--- src/rtl/fetch_pkg.sv ---
// Shared types and constants for the instruction fetch slice.
package fetch_pkg;

    typedef enum logic [1:0] {
        IDLE = 2'd0,
        RUN  = 2'd1,
        HALT = 2'd2
    } fetch_state_t;

    localparam logic [31:0] NOP_INST = 32'h0000_0013;

    typedef struct packed {
        logic [31:0] pc;
        logic [31:0] inst;
    } fetch_entry_t;

endpackage

--- src/rtl/fetch_queue.sv ---
// Two-entry in-order instruction queue; entry 0 is always the head.
module fetch_queue
    import fetch_pkg::*;
#(
    parameter int DEPTH = 2
) (
    input  logic         clk,
    input  logic         rst,
    input  logic         push,
    input  logic         pop,
    input  logic         flush,
    input  fetch_entry_t push_entry,
    output logic         full,
    output logic         empty,
    output fetch_entry_t head
);

    localparam fetch_entry_t RESET_ENTRY = '{pc: 32'h0, inst: NOP_INST};

    fetch_entry_t ent0, ent1;
    logic [1:0]   count;

    assign full  = (count == 2'(DEPTH));
    assign empty = (count == 2'd0);
    assign head  = ent0;

    always_ff @(posedge clk) begin
        if (rst) begin
            count <= '0;
            ent0  <= RESET_ENTRY;
            ent1  <= RESET_ENTRY;
        end else if (flush) begin
            count <= '0;
        end else begin
            case ({push, pop})
                2'b10: begin
                    if (count == 2'd0) ent0 <= push_entry;
                    else               ent1 <= push_entry;
                    count <= count + 2'd1;
                end
                2'b01: begin
                    ent0  <= ent1;
                    count <= count - 2'd1;
                end
                // Simultaneous push/pop keeps the count; new entry lands behind the survivor.
                2'b11: begin
                    if (count == 2'd1) begin
                        ent0 <= push_entry;
                    end else begin
                        ent0 <= ent1;
                        ent1 <= push_entry;
                    end
                end
                default: ;
            endcase
        end
    end

endmodule

--- src/rtl/fetch_unit.sv ---
// Instruction fetch: pc sequencing, redirect handling and a 2-deep queue to decode.
module fetch_unit
    import fetch_pkg::*;
#(
    parameter logic [31:0] RESET_PC = 32'h0000_0000,
    parameter int          QDEPTH   = 2
) (
    input  logic        clk,
    input  logic        rst,
    input  logic        fetch_en,
    output logic [31:0] imem_addr,
    input  logic [31:0] imem_data,
    input  logic        redirect_valid,
    input  logic [31:0] redirect_pc,
    input  logic        de_ready,
    output logic        de_valid,
    output logic [31:0] de_inst,
    output logic [31:0] de_pc,
    output logic        fetch_err
);

    fetch_state_t state;
    logic [31:0]  pc;
    logic         redir_act, redir_ok;
    logic         push, pop;
    logic         q_full, q_empty;
    fetch_entry_t head;

    assign redir_act = redirect_valid && (state != HALT);
    assign redir_ok  = (redirect_pc[1:0] == 2'b00);

    assign de_valid  = !q_empty;
    assign de_inst   = head.inst;
    assign de_pc     = head.pc;
    assign imem_addr = pc;

    assign pop  = de_valid && de_ready;
    assign push = (state == RUN) && fetch_en && !redir_act && (!q_full || pop);

    fetch_queue #(
        .DEPTH(QDEPTH)
    ) u_queue (
        .clk        (clk),
        .rst        (rst),
        .push       (push),
        .pop        (pop),
        .flush      (redir_act),
        .push_entry ('{pc: pc, inst: imem_data}),
        .full       (q_full),
        .empty      (q_empty),
        .head       (head)
    );

    always_ff @(posedge clk) begin
        if (rst) begin
            state     <= IDLE;
            pc        <= RESET_PC;
            fetch_err <= 1'b0;
        end else if (redir_act && !redir_ok) begin
            state     <= HALT;
            fetch_err <= 1'b1;
        end else begin
            if (redir_act)  pc <= redirect_pc;
            else if (push)  pc <= pc + 32'd4;
            case (state)
                IDLE:    if (fetch_en) state <= RUN;
                RUN:     if (!fetch_en && !redirect_valid) state <= IDLE;
                default: ;
            endcase
        end
    end

endmodule

--- config.mk ---
export PLATFORM = sky130hd
export DESIGN_NAME = fetch_unit
export DESIGN_NICKNAME = d
export VERILOG_FILES = /design/src/rtl/fetch_pkg.sv /design/src/rtl/fetch_queue.sv /design/src/rtl/fetch_unit.sv
export SDC_FILE = /design/constraint.sdc
export NUM_CORES = 1
export LEC_CHECK = 0
export BUFFER_PORTS_ARGS = -buffer_cell sky130_fd_sc_hd__buf_2
export CORE_UTILIZATION = 55
export DETAILED_ROUTE_END_ITERATION = 8
export PLACE_DENSITY = 0.81
export SETUP_SLACK_MARGIN = 0.2
export SKIP_CTS_REPAIR_TIMING = 1
export SLEW_MARGIN = 20
export SYNTH_ARGS = -nofsm -noshare
export SYNTH_HDL_FRONTEND = slang
export SYNTH_SLANG_ARGS = --single-unit
--- constraint.sdc ---
create_clock -name clk -period 4.22 [get_ports clk]
set_input_delay 0.211 -clock clk [delete_from_list [all_inputs] [get_ports clk]]
set_output_delay 0.211 -clock clk [all_outputs]
set_load 0.1 [all_outputs]
==> metrics, run 1 <==
Clk pin slew, worst setup/hold paths=roughly 60 ps; TritonCTS Buffers=17; Die Wd=120 µm; Post-synth ARST share=0; Adder-Cell Fraction of Synth Area=0.00652; Critical Path RT=between 4000 and 5000 ps; final core occ=0.672; critical path startpoint category=register; prevailing post-synth register cell=dfxtp_1; worst-path maximum fanout=36; Mapped Nets=969; count of different cell masters after synthesis=65; clk_lat worst skew=roughly 430 ps; synthesized flop and latch total=165; Compound-Gate Fraction of Synth Area=0.195; DP Area=between 8000 and 9000 µm²; ant diodes=0; Psw=~1100 µW; chip height=~120 µm; die area=around 14000 µm²; Tot Pwr=about 3700 µW; Final period util=0.619; Post-Route WL=~20000 µm; Total GRT Usage=0.285; cell leakage power=around 0.0034 µW; Achievable Freq=~0.38 GHz; CP max stage delay=580 ps; Pins Over Slew Limit=0; Post-synth EDFFs=0; crit-path cells=inv_1, ha_1, and2b_1, o21a_4, buf_4, mux2i_1, a211oi_1; Final Non-Filler Cells=around 1200; Final setup viols=0; CTS max path bufs=2; critical path arrival=around 2900 ps; Period minus WS final=2610 ps; CTS tree=done; initial antenna violation count=0; largest net degree at the start of global routing=93; Worst Setup End Kind=register; mux contribution to synthesized area=0.0852; CP startpoint=u_queue.count[1]$_SDFFE_PP0P_; XOR/XNOR Fraction of Synth Area=0.00114; slew margin rel.=0.248; Finished Cell Area=around 9000 µm²; Rows=42; CTS sink cnt=approximately 170; Worst Hold Launch=imem_data[4]; Top-Level Pins=167; reg-to-reg slack, setup=1610 ps; max_cap viols=0; Critical path buffers and inverters=2; status=completed; Slowest-stage cell, CP=o21a_4; reg2reg start=u_queue.count[1]$_SDFFE_PP0P_; Detail Placement HPWL=roughly 13000 µm; post-synthesis sequential area ratio=0.430; core area=between 10000 and 15000 µm²; CP Class=register to register; largest family of logic cells by synthesized area=simple AND/OR/NAND/NOR gates; power density cells=slightly above 400 nW/µm²; RSZ-0062 raised after global routing=false; RD Place Congestion=0.842; DR WL/cell=roughly 17 µm; Synth Area in Simple Gates=0.220; Yosys Warn Count=0; GRT overflow=0; Syn Std Cell Area=about 7700 µm²; commonest non-fill, non-tap cells in the layout=nand2_1 (165), dfxtp_1 (165), buf_2 (165), a21oi_1 (95), nor2_1 (79); Clock Tree Root=clkbuf_16; Worst Max-Slew Pin Slew=around 1100 ps; final hold vios=0; IO buf count=about 170; TritonRoute pass-1 iters=6; fraction of layout cells with a size suffix above 1=0.257; syn_area_per_cell=approximately 8.6 µm²; first-pass GRT wire length=~32000 µm; delay-heaviest family, CP=compound AO/OA/AOI/OAI gates; final setup TNS=0 ps; clock power share=0.431; synth-to-layout area growth=17.7%; Int Power=roughly 2600 µW; Layout Nets=roughly 1100; htree depth=4; Clock Skews=9.39 ps; Inst Count DP=around 1200; Flop pwr share=0.443; Mapped Cells=approximately 900; initial DRC count=between 600 and 700; Peak VDD IR=around 0.00029 V; DRC violations left=0; switching fraction of total power=0.286; initial core utilization=0.571; Logic pwr share=0.126; Antenna Nets Post-Route=0; vias in the first global route=~6300; DR vias=7037; worst hold path class=primary input to register; Via density=between 5 and 6
-- flip-flops by register name (all words and copies together) (netlist names) --
| signal | count |
|---|---|
| fetch_err | 1 |
| u_queue.ent1 | 64 |
| state | 2 |
| u_queue.head | 64 |
| u_queue.count | 2 |
| imem_addr | 32 |
-- final cells by class --
class	instances	area, µm²
Clock buffer	17	425
Clock inverter	15	179
Fill cell	1157	4410
Inverter	12	45.0
Multi-Input combinational cell	642	3920
Sequential cell	165	3300
Tap cell	176	220
Timing Repair Buffer	178	951
-- path summary, 6_finish.rpt --
path,endpoint,cells past startpoint
setup / recovery,u_queue.head[13]$_SDFFE_PP0P_,7
hold / removal,u_queue.ent1[4]$_SDFFE_PP1P_,3
setup reg to reg,u_queue.head[13]$_SDFFE_PP0P_,7
hold reg to reg,u_queue.ent1[62]$_SDFFE_PP0P_,2
-- stage by stage --
| stage | setup slack [ps] | hold WS, ps |
|---|---|---|
| floorplan | 1470 | 335 |
| global placement | 1690 | 441 |
| detailed placement | 1620 | 446 |
| CTS | 1580 | -4.67 |
| global route | 1400 | 10.0 |
| finish | 1610 | 12.3 |
-- tightest hold or removal path: cells and delay by family --
family | cells | cell delay [ps]
buffers and inverters | 1 | 90
and+or+nand+nor | 2 | 100
-- cells in the mapped netlist, types with 4 or more instances --
| cell | n | area (µm²) |
|---|---|---|
| mux2i_1 | 62 | 621 |
| buf_2 | 31 | 155 |
| nor2_1 | 80 | 300 |
| o21a_1 | 5 | 37.5 |
| and3_1 | 16 | 100 |
| a21oi_1 | 95 | 475 |
| o21ai_0 | 10 | 50.1 |
| o211ai_1 | 8 | 60.1 |
| dfxtp_1 | 165 | 3300 |
| nor2_2 | 10 | 62.6 |
| a211oi_2 | 20 | 250 |
| nand4_1 | 10 | 62.6 |
| inv_1 | 12 | 45.0 |
| clkbuf_1 | 25 | 93.8 |
| nor3_1 | 11 | 55.1 |
| a31oi_1 | 10 | 62.6 |
| buf_6 | 10 | 113 |
| a211oi_1 | 43 | 323 |
| nand3_1 | 21 | 105 |
| nand2_1 | 165 | 619 |
| or3_1 | 11 | 68.8 |
| ha_1 | 4 | 50.1 |
| buf_4 | 7 | 52.6 |
-- cells by family after synthesis --
logic type,after synthesis
AND/OR/NAND/NOR,353
AO/OA/AOI/OAI,219
flip-flops,165
buffers and inverters,89
multiplexers,65
adder cells (fa/ha/maj),4
XOR/XNOR,1
-- power by group through the flow --
| stage | combinational, µW | clock, µW | sequential (µW) |
|---|---|---|---|
| after floorplan | 162 | 0 | 1850 |
| after global placement | 454 | 0 | 1660 |
| after detailed placement | 458 | 0 | 1660 |
| after CTS | 460 | 1610 | 1630 |
| after global routing | 487 | 1690 | 1630 |
| final | 462 | 1590 | 1630 |
-- routing by layer --
layer | vias to the layer above | share of wire | GRT usage
met5 | - | 0 | 0
met4 | 0 | 0.026 | 0.109
met3 | 42 | 0.074 | 0.0741
met2 | 271 | 0.46 | 0.445
met1 | 3314 | 0.44 | 0.376
li1 | 3410 | - | -
(Power assumes the default switching activity.)
==> run 2, diff against run 1 <==
==> constraint.sdc (replaced) <==
create_clock -name clk -period 2.41 [get_ports clk]
set_input_delay 0.1205 -clock clk [delete_from_list [all_inputs] [get_ports clk]]
set_output_delay 0.1205 -clock clk [all_outputs]
set_load 0.1 [all_outputs]
==> run 2 against run 1 <==
Sequential cell count is the same; critical endpoint is now u_queue.head[10]$_SDFFE_PP0P_; combinational power grew 90%; critical path depth grew 1; setup slack lost 1400 ps; cell count grew 4.2%; clock-buffer cell count grew 6; die area is the same; largest cell class unchanged.
==> metrics, run 2 (synthesis results as in run 1) <==
status=completed; final hold vios=0; vias in the first global route=approximately 6300; cell leakage power=between 0.003 and 0.004 µW; CTS tree=done; slew margin rel.=0.455; CP Class=register to register; Critical path buffers and inverters=3; worst hold path class=primary input to register; largest net degree at the start of global routing=72; Clk pin slew, worst setup/hold paths=~70 ps; TritonCTS Buffers=17; Layout Nets=1142; hold path depth=3; Detail Placement HPWL=approximately 13000 µm; Die Wd=roughly 120 µm; DRC violations left=0; delay-heaviest family, CP=compound AO/OA/AOI/OAI gates; Critical Path RT=around 2700 ps; Clock Skews=around 7.7 ps; initial core utilization=0.571; TritonRoute pass-1 iters=5; crit-path cells=inv_1, ha_2, clkinvlp_4, nor3_2, o21a_4, buf_12, nor2_1, a211oi_1; Slowest-stage cell, CP=dfxtp_1; CP Depth=8; RSZ-0062 raised after global routing=false; RD Place Congestion=0.928; Final period util=0.897; Final Non-Filler Cells=roughly 1300; GRT overflow=0; Tot Pwr=approximately 6600 µW; Final setup viols=0; first-pass GRT wire length=~32000 µm; DR vias=a little over 7000; initial DRC count=~710; critical path startpoint category=register; die area=about 14000 µm²; Period minus WS final=2160 ps; core area=approximately 13000 µm²; Via density=5.78; Total GRT Usage=0.281; Antenna Nets Post-Route=0; Worst Max-Slew Pin Slew=about 820 ps; initial antenna violation count=0; Achievable Freq=between 0.4 and 0.5 GHz; htree depth=4; DR WL/cell=roughly 17 µm; worst-path maximum fanout=36; ant diodes=0; clk_lat worst skew=between 400 and 500 ps; chip height=around 120 µm; fraction of layout cells with a size suffix above 1=0.279; Peak VDD IR=between 0.0004 and 0.0005 V; CP max stage delay=330 ps; max_cap viols=0; Post-Route WL=just over 20000 µm; CTS max path bufs=2; Rows=42; final setup TNS=0 ps; IO buf count=166; Top-Level Pins=167; Worst Setup End Kind=register; critical path arrival=between 2000 and 2500 ps; commonest non-fill, non-tap cells in the layout=nand2_1 (165), buf_2 (165), dfxtp_1 (144), a21oi_1 (95), nor2_1 (78); worst hold slack=between 1 and 1.5 ps; power density cells=about 680 nW/µm²; synth-to-layout area growth=25.8%; CTS sink cnt=around 170; Inst Count DP=1179; Clock Tree Root=clkbuf_16; Pins Over Slew Limit=0; Reg2Reg Depth=8
==> run 2: changes by cell type in the layout (fill, tap and decap cells not counted), sizes merged <==
cell         change
dlygate4sd3     +38
clkinv           -6
buf             +15
clkinvlp         +1
inv              -3
clkbuf           +6
==> run 2: cell type report <==
class,instances,area [µm²]
timing repair buffer,231,1490
fill,1044,3790
clock buffer,23,509
clock inverter,7,116
inverter,12,48.8
sequential,165,3330
multi-input combinational,642,3940
tap,176,220
==> run 2: report_power, final <==
part / switching, µW / internal [µW] / total (µW)
Sequential: 73.7 / 2780 / 2860
Combinational: 642 / 235 / 877
Clock: 1070 / 1790 / 2860
==> run 2: metal layers <==
layer  wire [µm]  GRT usage  vias to the layer above
li1            -          -                     3519
met1        8890      0.380                     3372
met2        9790      0.425                      326
met3        1700     0.0774                       42
met4         419      0.109                        0
met5           0          0                        -
==> run 2: worst register-to-register path: stages, from the launching register on <==
cell        delay (ps)
dfxtp_1            330
inv_1              100
ha_2               280
clkinvlp_4         150
nor3_2             200
o21a_4             310
buf_12             250
nor2_1             110
a211oi_1           310
==> run 2: stage by stage <==
stage                util  setup WS, ps  area, µm²
global placement    0.637           230       8570
finish              0.718           247       9660
floorplan               -           148       7720
detailed placement  0.637           156       8570
CTS                 0.684          69.9       9200
global route        0.718           190       9660
==> run 2: final timing paths <==
kind / from / end / slack, ps
worst max-delay path: u_queue.count[1]$_SDFFE_PP0P_ / u_queue.head[10]$_SDFFE_PP0P_ / 250
worst min register to register: u_queue.ent1[42]$_SDFFE_PP0P_ / u_queue.ent1[42]$_SDFFE_PP0P_ / 450
worst max register to register: u_queue.count[1]$_SDFFE_PP0P_ / u_queue.head[10]$_SDFFE_PP0P_ / 250
worst min-delay path: redirect_pc[13] / imem_addr[13]$_SDFFE_PP0P_ / 1
==> run 3, diff against run 2 <==
--- a/config.mk
+++ b/config.mk
@@ -8,7 +8,7 @@
 export BUFFER_PORTS_ARGS = -buffer_cell sky130_fd_sc_hd__buf_2
 export CORE_UTILIZATION = 55
 export DETAILED_ROUTE_END_ITERATION = 8
-export PLACE_DENSITY = 0.81
+export PLACE_DENSITY = 0.86
 export SETUP_SLACK_MARGIN = 0.2
 export SKIP_CTS_REPAIR_TIMING = 1
 export SLEW_MARGIN = 20
==> run 3 against run 2 <==
The run now ends with negative hold slack left; register-to-register slack improved by 80 ps; global-route usage increased by 1.4 points; combinational power increased by 1%; critical path depth decreased by 1; largest power group is now the clock network; clock-buffer cell count decreased by 4; via count increased by 5.8%; non-clock buffer count increased by 6; core utilization increased by 0.37 points; largest cell class unchanged.
==> metrics, run 3 (synthesis results as in run 1) <==
status=finished with violations; failing checks=negative hold slack; critical path startpoint category=register; slew margin rel.=0.460; Detail Placement HPWL=13600 µm; Critical path buffers and inverters=2; core area=about 13000 µm²; Peak VDD IR=roughly 0.00054 V; CTS sink cnt=~170; Pins Over Slew Limit=0; RSZ-0062 raised after global routing=false; Psw=~1800 µW; Via density=between 6 and 7; Flop pwr share=0.425; TritonCTS Buffers=17; Tot Pwr=6730 µW; Layout Nets=1149; Clock Skews=approximately 5.7 ps; cell leakage power=approximately 0.0037 µW; Clock Tree Root=clkbuf_16; switching fraction of total power=0.274; commonest non-fill, non-tap cells in the layout=nand2_1 (165), buf_2 (165), dfxtp_1 (144), a21oi_1 (95), nor2_1 (79); WL met2=around 11000 µm; initial DRC count=a little over 1000; Final period util=0.865; GRT overflow=0; synth-to-layout area growth=26.5%; CP max stage delay=410 ps; CTS tree=done; worst-path maximum fanout=8; final setup TNS=0 ps; vias in the first global route=between 6000 and 7000; Slowest-stage cell, CP=mux2i_1; power density cells=roughly 690 nW/µm²; Worst Setup Slack, final=around 330 ps; Final Non-Filler Cells=~1300; fill count=1010; critical path arrival=2370 ps; max_cap viols=0; Clk pin slew, worst setup/hold paths=60 ps; Antenna Nets Post-Route=0; DRC violations left=0; DR vias=~7700; ant diodes=0; chip height=approximately 120 µm; Final setup viols=0; clock power share=0.443; CTS max path bufs=2; DR WL/cell=18.1 µm; final hold vios=2; pre-CTS WS=between 200 and 300 ps; Int Power=4880 µW; M1 WL=9160 µm; RD Place Congestion=0.918; met3 WL=between 2000 and 2500 µm; Rows=42; Die Wd=120 µm; Post-Route WL=about 23000 µm; Critical Path RT=2690 ps; Top-Level Pins=167; Period minus WS final=~2100 ps; worst hold path class=primary input to register; top sig layer=met4; Logic pwr share=0.132; crit-path cells=inv_1, ha_2, and2b_2, o21a_4, buf_4, mux2i_1, a211oi_2; clk_lat worst skew=between 400 and 500 ps; delay-heaviest family, CP=multiplexers; Worst Setup End Kind=register; final core occ=0.722; first-pass GRT wire length=between 30000 and 40000 µm; die area=approximately 14000 µm²; TritonRoute pass-1 iters=7; CP Class=register to register; IO buf count=166; initial antenna violation count=0; Inst Count DP=roughly 1200; Worst Max-Slew Pin Slew=between 800 and 900 ps; Total GRT Usage=0.296; fraction of layout cells with a size suffix above 1=0.286; largest net degree at the start of global routing=73; worst hold slack=-6.74 ps; Achievable Freq=0.480 GHz; htree depth=4; initial core utilization=0.571
run 3: cell count changes in the layout (fill, tap and decap cells not counted), moves of 2 or more:
cell | before | now
buf_4 | 21 | 30
clkbuf_8 | 4 | 1
clkinv_4 | 0 | 3
dlygate4sd3_1 | 39 | 36
bufinv_16 | 3 | 5
run 3: worst paths after layout:
kind | startpoint | endpoint | slack [ps] | depth (start not counted)
hold / removal | redirect_pc[27] | imem_addr[27]$_SDFFE_PP0P_ | -7 | 3
hold reg to reg | u_queue.ent1[61]$_SDFFE_PP0P_ | u_queue.ent1[61]$_SDFFE_PP0P_ | 450 | 2
setup / recovery | u_queue.count[1]$_SDFFE_PP0P_ | u_queue.head[52]$_SDFFE_PP0P_ | 330 | 7
setup reg to reg | u_queue.count[1]$_SDFFE_PP0P_ | u_queue.head[52]$_SDFFE_PP0P_ | 330 | 7
run 3: metal layers:
layer / vias to the layer above / GRT usage
li1: 3529 / -
met1: 3589 / 0.399
met2: 476 / 0.449
met3: 86 / 0.0580
met4: 0 / 0.150
met5: - / 0
run 3: cell type report:
cell class,instances,area (µm²),share of cell area
inverters,12,48.8,0.00502
clock inverters,12,203,0.0209
multi-input cells,643,3930,0.405
repair buffers,237,1530,0.158
clock buffers,19,443,0.0456
well taps,176,220,0.0227
flip-flops and latches,165,3330,0.343
run 3: metrics by stage:
step           cell area (µm²)  hold WS [ps]
6_report                  9710         -6.74
4_1_cts                   9250         -84.8
2_1_floorplan             7720           245
3_5_place_dp              8610           358
3_3_place_gp              8610           350
5_1_grt                   9710          1.97
run 3: power by group through the flow:
| stage | sequential, µW | combinational, µW | clock [µW] |
|---|---|---|---|
| 6_report | 2860 | 888 | 2980 |
| 5_1_grt | 2860 | 929 | 3130 |
| 4_1_cts | 2850 | 822 | 3010 |
| 3_5_place_dp | 2910 | 818 | 0 |
| 3_3_place_gp | 2910 | 808 | 0 |
| 2_1_floorplan | 3250 | 284 | 0 |
run 3: worst register-to-register path, delay by kind of cell (launching register included):
family                   cells  cell delay, ps
AO/OA/AOI/OAI                2             380
multiplexers                 1             410
adder cells (fa/ha/maj)      1             230
flip-flops                   1             360
AND/OR/NAND/NOR              1             340
buffers and inverters        2             220
